`config.mk`:
```
export PLATFORM = sky130hd
export DESIGN_NAME = muxn_seq
export DESIGN_NICKNAME = d
export VERILOG_FILES = /design/src/rtl/muxn_seq.sv
export SDC_FILE = /design/constraint.sdc
export NUM_CORES = 1
export LEC_CHECK = 0
export BUFFER_PORTS_ARGS = -buffer_cell sky130_fd_sc_hd__buf_2
export CORE_UTILIZATION = 41
export DETAILED_ROUTE_END_ITERATION = 10
export GPL_TIMING_DRIVEN = 1
export PLACE_DENSITY = 0.62
export SLEW_MARGIN = 20
export SYNTH_ARGS = -nofsm -noshare
export SYNTH_HDL_FRONTEND = slang
export SYNTH_SLANG_ARGS = --single-unit
```
`constraint.sdc`:
```
create_clock -name clock -period 7.1 [get_ports clock]
set_clock_uncertainty 0.05 [all_clocks]
set_input_delay 1.42 -clock clock [delete_from_list [all_inputs] [get_ports clock]]
set_output_delay 1.42 -clock clock [all_outputs]
set_load 0.02 [all_outputs]
```
`src/rtl/muxn_seq.sv`:
```
// N-channel registered mux with manual select and timed auto-scan; optional break-before-make via MUXN_SEQ_BLANK_EN.
// Latency: out follows sel_cur by 1 cycle (2 on a switch when blanking is built in); enable=0 freezes all state.
module muxn_seq #(
    parameter int WIDTH = 1,
    parameter int NCH   = 4,
    parameter int DWELL = 20,
    localparam int SELW = $clog2(NCH)
) (
    input  logic                   clock,
    input  logic                   rst_n,
    input  logic [NCH*WIDTH-1:0]   in_bus,
    input  logic                   enable,
    input  logic                   mode,
    input  logic                   load,
    input  logic [SELW-1:0]        sel_in,
    output logic [WIDTH-1:0]       out,
    output logic [SELW-1:0]        sel_cur,
    output logic                   switch_pulse,
    output logic                   sel_err
);

    typedef enum logic [1:0] {
        ST_IDLE,
        ST_MANUAL,
        ST_AUTO
    } state_t;

    localparam logic [SELW:0]   NCH_W      = (SELW+1)'(NCH);
    localparam logic [SELW-1:0] SEL_LAST   = SELW'(NCH - 1);
    localparam logic [15:0]     DWELL_LAST = 16'(DWELL - 1);

    state_t            state_d, state_q;
    logic [WIDTH-1:0]  out_d, out_q;
    logic [SELW-1:0]   sel_d, sel_q;
    logic [15:0]       dwell_d, dwell_q, dwell_eff;
    logic              pulse_d, pulse_q;
    logic              err_d, err_q;
    logic [WIDTH-1:0]  ch_dat;

    always_comb begin
        state_d   = ST_IDLE;
        out_d     = out_q;
        sel_d     = sel_q;
        dwell_d   = dwell_q;
        dwell_eff = dwell_q;
        err_d     = err_q;
        ch_dat    = '0;

        if (enable) begin
            state_d = mode ? ST_AUTO : ST_MANUAL;
        end

        for (int k = 0; k < NCH; k++) begin
            if (sel_q == SELW'(k)) begin
                ch_dat = in_bus[k*WIDTH +: WIDTH];
            end
        end

        case (state_d)
            ST_MANUAL: begin
                out_d = ch_dat;
                if (load) begin
                    if ({1'b0, sel_in} < NCH_W) begin
                        sel_d = sel_in;
                    end else begin
                        err_d = 1'b1;
                    end
                end
            end
            ST_AUTO: begin
                out_d = ch_dat;
                // Coming straight from MANUAL restarts the dwell; from IDLE it resumes.
                if (state_q == ST_MANUAL) begin
                    dwell_eff = '0;
                end
                if (dwell_eff == DWELL_LAST) begin
                    sel_d   = (sel_q == SEL_LAST) ? '0 : sel_q + 1'b1;
                    dwell_d = '0;
                end else begin
                    dwell_d = dwell_eff + 1'b1;
                end
            end
            default: ;
        endcase

        pulse_d = (sel_d != sel_q);

`ifdef MUXN_SEQ_BLANK_EN
        if (state_d != ST_IDLE && pulse_q) begin
            out_d = '0;
        end
`endif
    end

    always_ff @(posedge clock) begin
        if (!rst_n) begin
            state_q <= ST_IDLE;
            out_q   <= '0;
            sel_q   <= '0;
            dwell_q <= '0;
            pulse_q <= 1'b0;
            err_q   <= 1'b0;
        end else begin
            state_q <= state_d;
            out_q   <= out_d;
            sel_q   <= sel_d;
            dwell_q <= dwell_d;
            pulse_q <= pulse_d;
            err_q   <= err_d;
        end
    end

    assign out          = out_q;
    assign sel_cur      = sel_q;
    assign switch_pulse = pulse_q;
    assign sel_err      = err_q;

endmodule
```
==> flow_summary.yaml <==
floorplanning:
  start_util: 0.427
  fp.dieH_um: 60.9
  rows: 21
  die_w_um: 60.9
  core-area_um2: 3340
  io-pin-count: 16
  die_area_um2: 3710
sta:
  maxSlewHeadroom: 0.498
  setup_viol: 0
  max_freq_ghz: 0.386
  drv_slew: 0
  worstMarginPinSlew_ps: 751
  fin_crit_sh: 0.365
  period_needed_ps: 2590
  whs_ps: 452
  setup_tns_ps: 0
  hold_viol: 0
  rsz0062_at_grt: "no"
yosys:
  synth_ff_type: "dfxtp_1"
  synth_compound_gate_area_share: 0.255
  synthAdderAreaFrac: 0.0439
  synth_top_family_by_area: "simple AND/OR/NAND/NOR gates"
  ys_warn_count: 0
  synth_mux_area_frac: 0.0176
  yosysSeqAreaShare: 0.309
  avgSynthCellArea_um2: 8.14
  yosys.area_share.simple: 0.318
  synth_cells: 175
  syn_nets: 191
  async_flop_share: 0
  synthXorXnorAreaFrac: 0.00615
  ys_ff_latch: 22
  synth_edf_count: 0
  syn_area_um2: 1420
  ys_types: 48
worst_setup_path:
  cp_max_fo: 12
  cp-start-kind: "flop"
  path_cells: "nand2b_1, and2_1, ha_1, nor4b_4, nand4_2, nor3_4, mux2_4, a22o_1"
  critPathCaptureType: "flop"
  worstSetupPathType: "reg -> reg"
  cpLargestDelayFamily: "simple AND/OR/NAND/NOR gates"
  critPathBufInv: 0
  required_ps: 7260
  worst_path_max_delay_cell: "nand2b_1"
  max_stage_delay_ps: 360
  arrival_ps: 2750
route:
  via_per_inst: 5.89
  ant_nets: 0
  vias: 1343
  drc_errors: 0
  wl_um: 3190
  first_pass_iters: 4
  avgRoutedWirePerCell_um: 14.0
  drtIter0Drc: 74
grt:
  antenna_found_initial: 0
  grt_usage: 0.195
  grt_pass1_vias: 1147
  overflow: 0
  grt_max_degree: 26
  grt_pass1_wl_um: 5410
pwr:
  total_power_mw: 0.215
  vdd_drop_max_v: 0.000103
  pwr_density_cell_nw_per_um2: 140
  power_leakage_nw: 0.581
clock_network:
  cts_root_buffer: "clkbuf_4"
  cts_resized: 0
  cts_hold_buf: 0
  cts_setup_buffers: 0
  numCtsBuffers: 3
  cts_tree: "yes"
  cts-htree-levels: 1
  clk_latency_ps: 300
  clockBufferDepth: 2
  clock-sinks: 22
  path_clk_slew_ps: 120
placement:
  numPortBuffers: 14
  gp_congestion: 0.878
  dp_hpwl_um: 2260
  placed_cells: 225
final_layout:
  layout_common_cells: "dfxtp_1 (22), nand3_1 (14), buf_2 (14), nand2_1 (13), o21ai_0 (12)"
  layoutNonFillerInstCount: 228
  n_antenna_cell: 0
  final_common_cell: "dfxtp_1"
  final_util: 0.458
  syn_to_final_growth_pct: 7.38
  finalNetCount: 200
  drive_gt1_frac: 0.170
flow_run:
  drv_cap: 0
min_path:
  min_path_type: "reg -> reg"
run_status:
  outcome: "complete, no violations"
## Yosys cell counts (2+ instances only)
cell,count,area (µm²)
a21boi_0,5,37.5
a21oi_1,10,50.1
a31oi_1,6,37.5
a32o_1,2,20.0
a32oi_1,2,17.5
and2_1,6,37.5
and3_1,7,43.8
and3b_1,3,26.3
buf_2,3,15.0
clkbuf_1,6,22.5
dfxtp_1,22,440
ha_1,5,62.6
inv_1,6,22.5
nand2_1,13,48.8
nand2b_1,3,18.8
nand3_1,14,70.1
nand4_1,3,18.8
nor2_1,8,30.0
nor3_1,5,25.0
nor4_2,2,25.0
o21a_1,3,22.5
o21ai_0,12,60.1
o21ai_1,2,10.0
o221a_2,2,22.5
o22ai_1,2,12.5
## flip-flops by register name, indices dropped and copies added (netlist names)
register / cells
state_q: 2
dwell_q: 16
out: 1
switch_pulse: 1
sel_cur: 2
## per-layer routing
metal  share of wire  global-route usage
met4          0.0097              0.0455
met3           0.039              0.0448
met5               0                   0
met1            0.48               0.267
met2            0.48               0.314
## through the flow
step | setup slack (ps) | area (µm²)
global route | 4340 | 1530
CTS | 4540 | 1530
finish | 4510 | 1530
detailed placement | 4290 | 1510
floorplan | 4680 | 1420
global placement | 4360 | 1510
## cell families after synthesis
group	count (synthesis)
other	1
muxes	2
AOI/OAI and AO/OA	54
and+or+nand+nor	74
buffers and inverters	16
xor gates and xnor gates	1
DFF	22
adders and majority gates	5
## area by class of cell
| type | count | area [µm²] |
|---|---|---|
| Clock buffer | 3 | 22.5 |
| Inverter | 6 | 22.5 |
| Sequential cell | 22 | 440 |
| Multi-Input combinational cell | 137 | 916 |
| Tap cell | 46 | 57.6 |
| Fill cell | 353 | 1810 |
| Timing Repair Buffer | 14 | 70.1 |
## worst paths after layout
check | from | end | slack, ps | cells past startpoint
worst max-delay path | state_q[1] | sel_cur[0] | 4510 | 8
worst min-delay path | dwell_q[0] | dwell_q[0] | 450 | 2
worst max register to register | state_q[1] | sel_cur[0] | 4510 | 8
worst min register to register | dwell_q[0] | dwell_q[0] | 450 | 2
## worst min-delay path: stages (launching register included)
cell,delay (ps)
dfxtp_1,350
nand2_1,50
a21boi_0,60
## where the power goes
| part | total, mW | switching [mW] | internal [mW] |
|---|---|---|---|
| combinational | 0.0299 | 0.0187 | 0.0112 |
| clock | 0.0568 | 0.0370 | 0.0198 |
| sequential | 0.128 | 0.00222 | 0.126 |
| total | 0.215 | 0.0579 | 0.157 |
No activity file was read; power rests on OpenSTA's default activity.
